$ cat config.mk
export PLATFORM = sky130hd
export DESIGN_NAME = ex_stage_flat
export DESIGN_NICKNAME = d
export VERILOG_FILES = /design/src/rtl/ex_if.sv /design/src/rtl/ex_stage.sv /design/src/flat_wrapper.sv
export SDC_FILE = /design/constraint.sdc
export NUM_CORES = 1
export LEC_CHECK = 0
export ABC_AREA = 1
export CAP_MARGIN = 25
export CORE_ASPECT_RATIO = 0.6
export CORE_MARGIN = 4
export CORE_UTILIZATION = 35
export CTS_BUF_LIST = sky130_fd_sc_hd__clkbuf_8
export DETAILED_ROUTE_END_ITERATION = 8
export DONT_BUFFER_PORTS = 1
export PLACE_DENSITY = 0.56
export SLEW_MARGIN = 25
export SYNTH_ARGS = -nofsm -noshare
export SYNTH_HDL_FRONTEND = slang
export SYNTH_SLANG_ARGS = --single-unit
$ cat constraint.sdc
create_clock -name clk -period 9.2 [get_ports clk]
set_input_delay 2.3 -clock clk [delete_from_list [all_inputs] [get_ports clk]]
set_output_delay 2.3 -clock clk [all_outputs]
set_load 0.02 [all_outputs]
$ cat src/rtl/ex_if.sv
// Execute-stage data bundle: decoded operands from ID/EX and results towards EX/MEM.
interface ex_if;
  logic [7:0]  aluop_i;
  logic [2:0]  alusel_i;
  logic [31:0] reg1_i;
  logic [31:0] reg2_i;
  logic [4:0]  wd_i;
  logic        wreg_i;
  logic [4:0]  wd_o;
  logic        wreg_o;
  logic [31:0] wdata_o;
  logic [31:0] hi_o;
  logic [31:0] lo_o;
  logic        whilo_o;

  modport slave (
    input  aluop_i, alusel_i, reg1_i, reg2_i, wd_i, wreg_i,
    output wd_o, wreg_o, wdata_o, hi_o, lo_o, whilo_o
  );

  modport master (
    output aluop_i, alusel_i, reg1_i, reg2_i, wd_i, wreg_i,
    input  wd_o, wreg_o, wdata_o, hi_o, lo_o, whilo_o
  );
endinterface

$ cat src/rtl/ex_stage.sv
// Execute stage: combinational logic/shift results plus an iterative 32x32
// MULT/MULTU unit that stalls the front of the pipeline until HI/LO are ready.
module ex_stage #(
  parameter int MUL_STEP = 1
) (
  input  logic clk,
  input  logic rst,
  input  logic flush_i,
  ex_if.slave  bus,
  output logic stallreq_o
);

  localparam logic [7:0] EXE_NOP_OP   = 8'b0000_0000;
  localparam logic [7:0] EXE_AND_OP   = 8'b0010_0100;
  localparam logic [7:0] EXE_OR_OP    = 8'b0010_0101;
  localparam logic [7:0] EXE_XOR_OP   = 8'b0010_0110;
  localparam logic [7:0] EXE_NOR_OP   = 8'b0010_0111;
  localparam logic [7:0] EXE_SLL_OP   = 8'b0111_1100;
  localparam logic [7:0] EXE_SRL_OP   = 8'b0000_0010;
  localparam logic [7:0] EXE_SRA_OP   = 8'b0000_0011;
  localparam logic [7:0] EXE_MULT_OP  = 8'b0001_1000;
  localparam logic [7:0] EXE_MULTU_OP = 8'b0001_1001;

  localparam logic [2:0] EXE_RES_NOP   = 3'b000;
  localparam logic [2:0] EXE_RES_LOGIC = 3'b001;
  localparam logic [2:0] EXE_RES_SHIFT = 3'b010;

  localparam int N  = 32 / MUL_STEP;
  localparam int SH = $clog2(MUL_STEP);
  localparam int CW = 6;

  typedef enum logic [1:0] {IDLE, BUSY, DONE} state_t;

  state_t        state_reg;
  logic [CW-1:0] count_reg;
  logic [31:0]   mcand_reg;
  logic [31:0]   mplier_reg;
  logic          neg_reg;
  logic [63:0]   acc_reg;

  logic [31:0] alu_res;
  logic        is_signed;
  logic        is_mult;
  logic [31:0] abs_a;
  logic [31:0] abs_b;
  logic [63:0] term [MUL_STEP];
  logic [63:0] step_sum;
  logic [7:0]  acc_shift;
  logic [63:0] acc_next;
  logic [63:0] product_next;
  logic        last_step;

  // Logic and shift result; shifts only honour reg1[4:0].
  always_comb begin
    alu_res = 32'h0;
    case (bus.alusel_i)
      EXE_RES_LOGIC: begin
        case (bus.aluop_i)
          EXE_OR_OP:  alu_res = bus.reg1_i | bus.reg2_i;
          EXE_AND_OP: alu_res = bus.reg1_i & bus.reg2_i;
          EXE_XOR_OP: alu_res = bus.reg1_i ^ bus.reg2_i;
          EXE_NOR_OP: alu_res = ~(bus.reg1_i | bus.reg2_i);
          default:    alu_res = 32'h0;
        endcase
      end
      EXE_RES_SHIFT: begin
        case (bus.aluop_i)
          EXE_SLL_OP: alu_res = bus.reg2_i << bus.reg1_i[4:0];
          EXE_SRL_OP: alu_res = bus.reg2_i >> bus.reg1_i[4:0];
          EXE_SRA_OP: alu_res = $signed(bus.reg2_i) >>> bus.reg1_i[4:0];
          default:    alu_res = 32'h0;
        endcase
      end
      EXE_RES_NOP: alu_res = 32'h0;
      default:     alu_res = 32'h0;
    endcase
  end

  assign is_signed = (bus.aluop_i == EXE_MULT_OP);
  assign is_mult   = is_signed || (bus.aluop_i == EXE_MULTU_OP);

  // Magnitude of 0x8000_0000 is 0x8000_0000 read as unsigned, so no 33rd bit is needed.
  assign abs_a = (is_signed && bus.reg1_i[31]) ? (~bus.reg1_i + 32'd1) : bus.reg1_i;
  assign abs_b = (is_signed && bus.reg2_i[31]) ? (~bus.reg2_i + 32'd1) : bus.reg2_i;

  genvar gi;
  generate
    for (gi = 0; gi < MUL_STEP; gi++) begin : g_term
      assign term[gi] = mplier_reg[gi] ? ({32'h0, mcand_reg} << gi) : 64'h0;
    end
  endgenerate

  always_comb begin
    step_sum = 64'h0;
    for (int k = 0; k < MUL_STEP; k++) begin
      step_sum = step_sum + term[k];
    end
  end

  assign acc_shift    = 8'(count_reg) << SH;
  assign acc_next     = acc_reg + (step_sum << acc_shift);
  assign product_next = neg_reg ? (~acc_next + 64'd1) : acc_next;
  assign last_step    = (count_reg == CW'(N - 1));

  // Multiplier consumes its low MUL_STEP bits each cycle and shifts right.
  always_ff @(posedge clk) begin
    if (rst) begin
      state_reg  <= IDLE;
      count_reg  <= '0;
      mcand_reg  <= '0;
      mplier_reg <= '0;
      neg_reg    <= 1'b0;
      acc_reg    <= '0;
    end else if (flush_i) begin
      state_reg <= IDLE;
    end else begin
      case (state_reg)
        IDLE: begin
          if (is_mult) begin
            mcand_reg  <= abs_a;
            mplier_reg <= abs_b;
            neg_reg    <= is_signed && (bus.reg1_i[31] ^ bus.reg2_i[31]);
            count_reg  <= '0;
            acc_reg    <= '0;
            state_reg  <= BUSY;
          end
        end
        BUSY: begin
          mplier_reg <= mplier_reg >> MUL_STEP;
          count_reg  <= count_reg + 1'b1;
          if (last_step) begin
            acc_reg   <= product_next;
            state_reg <= DONE;
          end else begin
            acc_reg <= acc_next;
          end
        end
        DONE: state_reg <= IDLE;
        default: state_reg <= IDLE;
      endcase
    end
  end

  // The MULT is still presented during DONE; returning to IDLE first prevents a restart.
  assign bus.whilo_o = !rst && !flush_i && (state_reg == DONE);
  assign bus.hi_o    = bus.whilo_o ? acc_reg[63:32] : 32'h0;
  assign bus.lo_o    = bus.whilo_o ? acc_reg[31:0]  : 32'h0;
  assign stallreq_o  = !rst && !flush_i &&
                       ((state_reg == BUSY) || ((state_reg == IDLE) && is_mult));

  assign bus.wd_o    = rst ? 5'h0  : bus.wd_i;
  assign bus.wreg_o  = rst ? 1'b0  : bus.wreg_i;
  assign bus.wdata_o = rst ? 32'h0 : alu_res;

endmodule

$ cat src/flat_wrapper.sv
// flat-port wrapper written by rule: the top's interface ports become plain ports
module ex_stage_flat 
#(
  parameter int MUL_STEP = 1
)
  (clk, rst, flush_i, stallreq_o, bus_aluop_i, bus_alusel_i, bus_reg1_i, bus_reg2_i, bus_wd_i, bus_wreg_i, bus_wd_o, bus_wreg_o, bus_wdata_o, bus_hi_o, bus_lo_o, bus_whilo_o);
  ex_if bus_i ();
  input  logic clk;
  input  logic rst;
  input  logic flush_i;
  output logic stallreq_o;
  input wire logic [$bits(bus_i.aluop_i)-1:0] bus_aluop_i;
  input wire logic [$bits(bus_i.alusel_i)-1:0] bus_alusel_i;
  input wire logic [$bits(bus_i.reg1_i)-1:0] bus_reg1_i;
  input wire logic [$bits(bus_i.reg2_i)-1:0] bus_reg2_i;
  input wire logic [$bits(bus_i.wd_i)-1:0] bus_wd_i;
  input wire logic [$bits(bus_i.wreg_i)-1:0] bus_wreg_i;
  output wire logic [$bits(bus_i.wd_o)-1:0] bus_wd_o;
  output wire logic [$bits(bus_i.wreg_o)-1:0] bus_wreg_o;
  output wire logic [$bits(bus_i.wdata_o)-1:0] bus_wdata_o;
  output wire logic [$bits(bus_i.hi_o)-1:0] bus_hi_o;
  output wire logic [$bits(bus_i.lo_o)-1:0] bus_lo_o;
  output wire logic [$bits(bus_i.whilo_o)-1:0] bus_whilo_o;
  assign bus_i.aluop_i = bus_aluop_i;
  assign bus_i.alusel_i = bus_alusel_i;
  assign bus_i.reg1_i = bus_reg1_i;
  assign bus_i.reg2_i = bus_reg2_i;
  assign bus_i.wd_i = bus_wd_i;
  assign bus_i.wreg_i = bus_wreg_i;
  assign bus_wd_o = bus_i.wd_o;
  assign bus_wreg_o = bus_i.wreg_o;
  assign bus_wdata_o = bus_i.wdata_o;
  assign bus_hi_o = bus_i.hi_o;
  assign bus_lo_o = bus_i.lo_o;
  assign bus_whilo_o = bus_i.whilo_o;
  ex_stage #(.MUL_STEP(MUL_STEP)) u_core (.clk(clk), .rst(rst), .flush_i(flush_i), .bus(bus_i), .stallreq_o(stallreq_o));
endmodule
==> results.sh <==
export IMPL_tightest_slew_ps=1170
export IMPL_grtUsageTotal_pct=36.9
export IMPL_io_buffers=0
export IMPL_cp_startpoint="bus_reg1_i[1]"
export IMPL_rrSetupSlack_ps=1890
export IMPL_end_kind="output pin"
export IMPL_clock_skew_ps=31.6
export IMPL_cp_start_kind="input port"
export IMPL_final_antenna_net_count=0
export IMPL_async_flop_share_pct=0
export IMPL_ios=188
export IMPL_postCtsHoldBufs=0
export IMPL_nFillCells=7592
export IMPL_worst_slack_ps=1240
export IMPL_via_per_inst=5.74
export IMPL_final_setup_viol_count=0
export IMPL_critPathKind="input port to output pin"
export IMPL_seqPwrFrac_pct=42.1
export IMPL_yosysWarnings=0
export IMPL_die_w_microns=338
export IMPL_num_rows=72
export IMPL_cts_sinks=137
export IMPL_worstReg2RegEnd="u_core.acc_reg[49]$_SDFFE_PP0P_"
export IMPL_cts_buffers=17
export IMPL_syn_nets=4621
export IMPL_p_leak_nw=12.0
export IMPL_comb_power_share_pct=20.2
export IMPL_max_cap_violations=0
export IMPL_yosys_area_top_type_share_pct=21.8
export IMPL_arrival_ps=5660
export IMPL_synth_distinct_cells=60
export IMPL_finalHoldViolCount=0
export IMPL_hold_class="register to register"
export IMPL_cts_resized=0
export IMPL_cts_tree="built"
export IMPL_die_h_microns=206
export IMPL_clockRootBuffer="clkbuf_8"
export IMPL_synth_area_sq_mm=0.0229
export IMPL_start_util_pct=35.5
export IMPL_vdd_ir_drop_max_mv=0.0838
export IMPL_min_path_cells=2
export IMPL_drive_above_1_share_pct=5.55
export IMPL_p_switching_mw=0.542
export IMPL_drtPass1Iterations=6
export IMPL_p_clk_share_pct=37.7
export IMPL_cts_setup_buffers=0
export IMPL_synthCells=4404
export IMPL_globalplace_congestion=1.06
export IMPL_r2r_cells=29
export IMPL_vias=29700
export IMPL_p_int_mw=0.870
export IMPL_yosys_area_top_type="nand2_1"
export IMPL_status="completed"
export IMPL_rsz0062_at_grt="no"
export IMPL_hp_start="u_core.mplier_reg[18]$_SDFFE_PP0P_"
export IMPL_grt_first_pass_wirelength_mm=185
export IMPL_worstPathMaxFanout=51
export IMPL_die_area_sq_mm=0.0698
export IMPL_timing_rr_start="u_core.count_reg[0]$_SDFFE_PP0P_"
export IMPL_synth_flop_cell="dfxtp_1"
export IMPL_cts_path_max_buffers=2
export IMPL_area_delta_synth_final_pct=5.50
export IMPL_power_density_mw_per_mm2=58.4
export IMPL_largest_reg_flops=64
export IMPL_avgSynthCellArea_sq_um=5.20
export IMPL_routed_wl_mm=134
export IMPL_synth_area_leaders="nand2_1 22%, dfxtp_1 12%, inv_1 11%, o21ai_0 9.5%, nor2_1 7.6%"
export IMPL_holdPathEnd="u_core.mplier_reg[18]$_SDFFE_PP0P_"
export IMPL_synth_seq_cells=137
export IMPL_swShare_pct=38.4
export IMPL_fmax_mhz=126
export IMPL_final_setup_tns_ps=0
export IMPL_wl_per_cell_microns=25.8
export IMPL_drcViolationCount=0
export IMPL_hpwlAfterDp_mm=112
export IMPL_core_sq_mm=0.0646
export IMPL_path_clk_slew_ps=100
export IMPL_dpl_worst_slack_ps=1520
export IMPL_dpl_cell_area_sq_mm=0.0238
export IMPL_finalMaxSlewViolations=0
export IMPL_first_iter_violations=4916
export IMPL_h_tree_depth=4
export IMPL_antenna_found_initial=9
export IMPL_required_ps=6900
export IMPL_overflow=0
export IMPL_regArea_sq_mm=0.00274
export IMPL_slew_headroom_pct=21.0
export IMPL_grt_max_degree=71
export IMPL_nets=4529
export IMPL_clock_latency_ps=580
export IMPL_synth_edff_count=0
export IMPL_fin_crit_ps=7960
export IMPL_grt_pass1_vias=24500
export IMPL_min_period_over_period_pct=86.6
export IMPL_fin_area_sq_mm=0.0242
export IMPL_seq_area_frac_synth_pct=12.0
export IMPL_multi_input_area_sq_mm=0.0168
export IMPL_holdWs_ps=455
-- cell type report --
cell class	count	share of cell area, %
clock buffers	18	1.02
flip-flops and latches	137	11.3
repair buffers	57	1.77
diodes	2	0.0207
multi-input cells	3360	69.4
clock inverters	14	0.523
inverters	739	11.5
well taps	851	4.40
-- synth_stat cells (10+ instances only) --
master,count
buf_2,18
o21ai_0,437
a21oi_1,234
nand2_2,42
inv_1,699
nor3_1,36
o21ai_1,20
xor2_1,50
nand2_1,1331
nand3_2,16
nor2_2,21
o22ai_1,81
nand4_1,49
o211ai_1,23
nor2_4,10
nand3_1,242
inv_2,30
buf_1,23
o221ai_1,15
dfxtp_1,137
nor2_1,464
o21bai_1,13
ha_1,132
a31oi_1,24
clkbuf_1,127
clkinv_1,10
-- metrics by stage --
stage          cells  util [%]  power, mW
2_1_floorplan   4404         -      0.786
3_3_place_gp    5144      36.8      0.880
3_5_place_dp    5144      36.8      0.875
4_1_cts         5176      37.4       1.41
5_1_grt         5176      37.4       1.47
6_report        5178      37.4       1.41
-- routing by layer --
| metal | wire length [microns] | GRT usage (%) | up-vias | share of wire (%) |
|---|---|---|---|---|
| li1 | - | - | 14000 | - |
| met1 | 68200 | 61.0 | 13800 | 51 |
| met2 | 41800 | 40.8 | 1874 | 31 |
| met3 | 22000 | 16.5 | 97 | 16 |
| met4 | 1650 | 4.17 | 2 | 1.2 |
| met5 | 15 | 0 | - | 0.011 |
-- critical path, cell delays in order --
cell     delay (ps)
inv_1           580
buf_4           450
nand2_1         100
o21ai_0         100
inv_1           210
nand2_1         100
o21ai_0         100
a221o_1         350
o21ai_0         910
a21oi_1         430
-- power groups by stage --
stage	logic (mW)	registers [mW]	clock network, mW
6_report	0.286	0.594	0.532
2_1_floorplan	0.179	0.608	0
3_3_place_gp	0.272	0.608	0
3_5_place_dp	0.267	0.608	0
5_1_grt	0.305	0.595	0.573
4_1_cts	0.268	0.594	0.543
-- cells by family (layout without fill, tap and decap cells) --
| logic type | after synthesis | in the layout | share of synthesized area (%) |
|---|---|---|---|
| compound gates | 917 | 917 | 22.3 |
| xor+xnor | 53 | 53 | 2.09 |
| fa+ha+maj | 133 | 133 | 7.29 |
| buf+inv | 907 | 828 | 15.0 |
| flops | 137 | 137 | 12.0 |
| mux | 6 | 6 | 0.262 |
| other cells | 0 | 2 | 0 |
| simple gates | 2251 | 2251 | 41.1 |
-- worst max-delay path by stage --
stage,to,cells after the start
after floorplan,bus_wdata_o[20],12
after global placement,bus_wdata_o[12],10
after detailed placement,bus_wdata_o[12],10
after CTS,bus_wdata_o[12],10
after global routing,bus_wdata_o[14],13
final,bus_wdata_o[12],10
-- cell usage in the layout (no fill, tap or decap), drive strengths merged, types with 49 or more instances in the layout --
cell	n
nor2	495
inv	739
nand4	49
buf	57
o22ai	81
a21oi	236
nand2	1374
ha	132
xor2	50
dfxtp	137
o21ai	459
nand3	260
No activity file was read; power rests on OpenSTA's default activity.
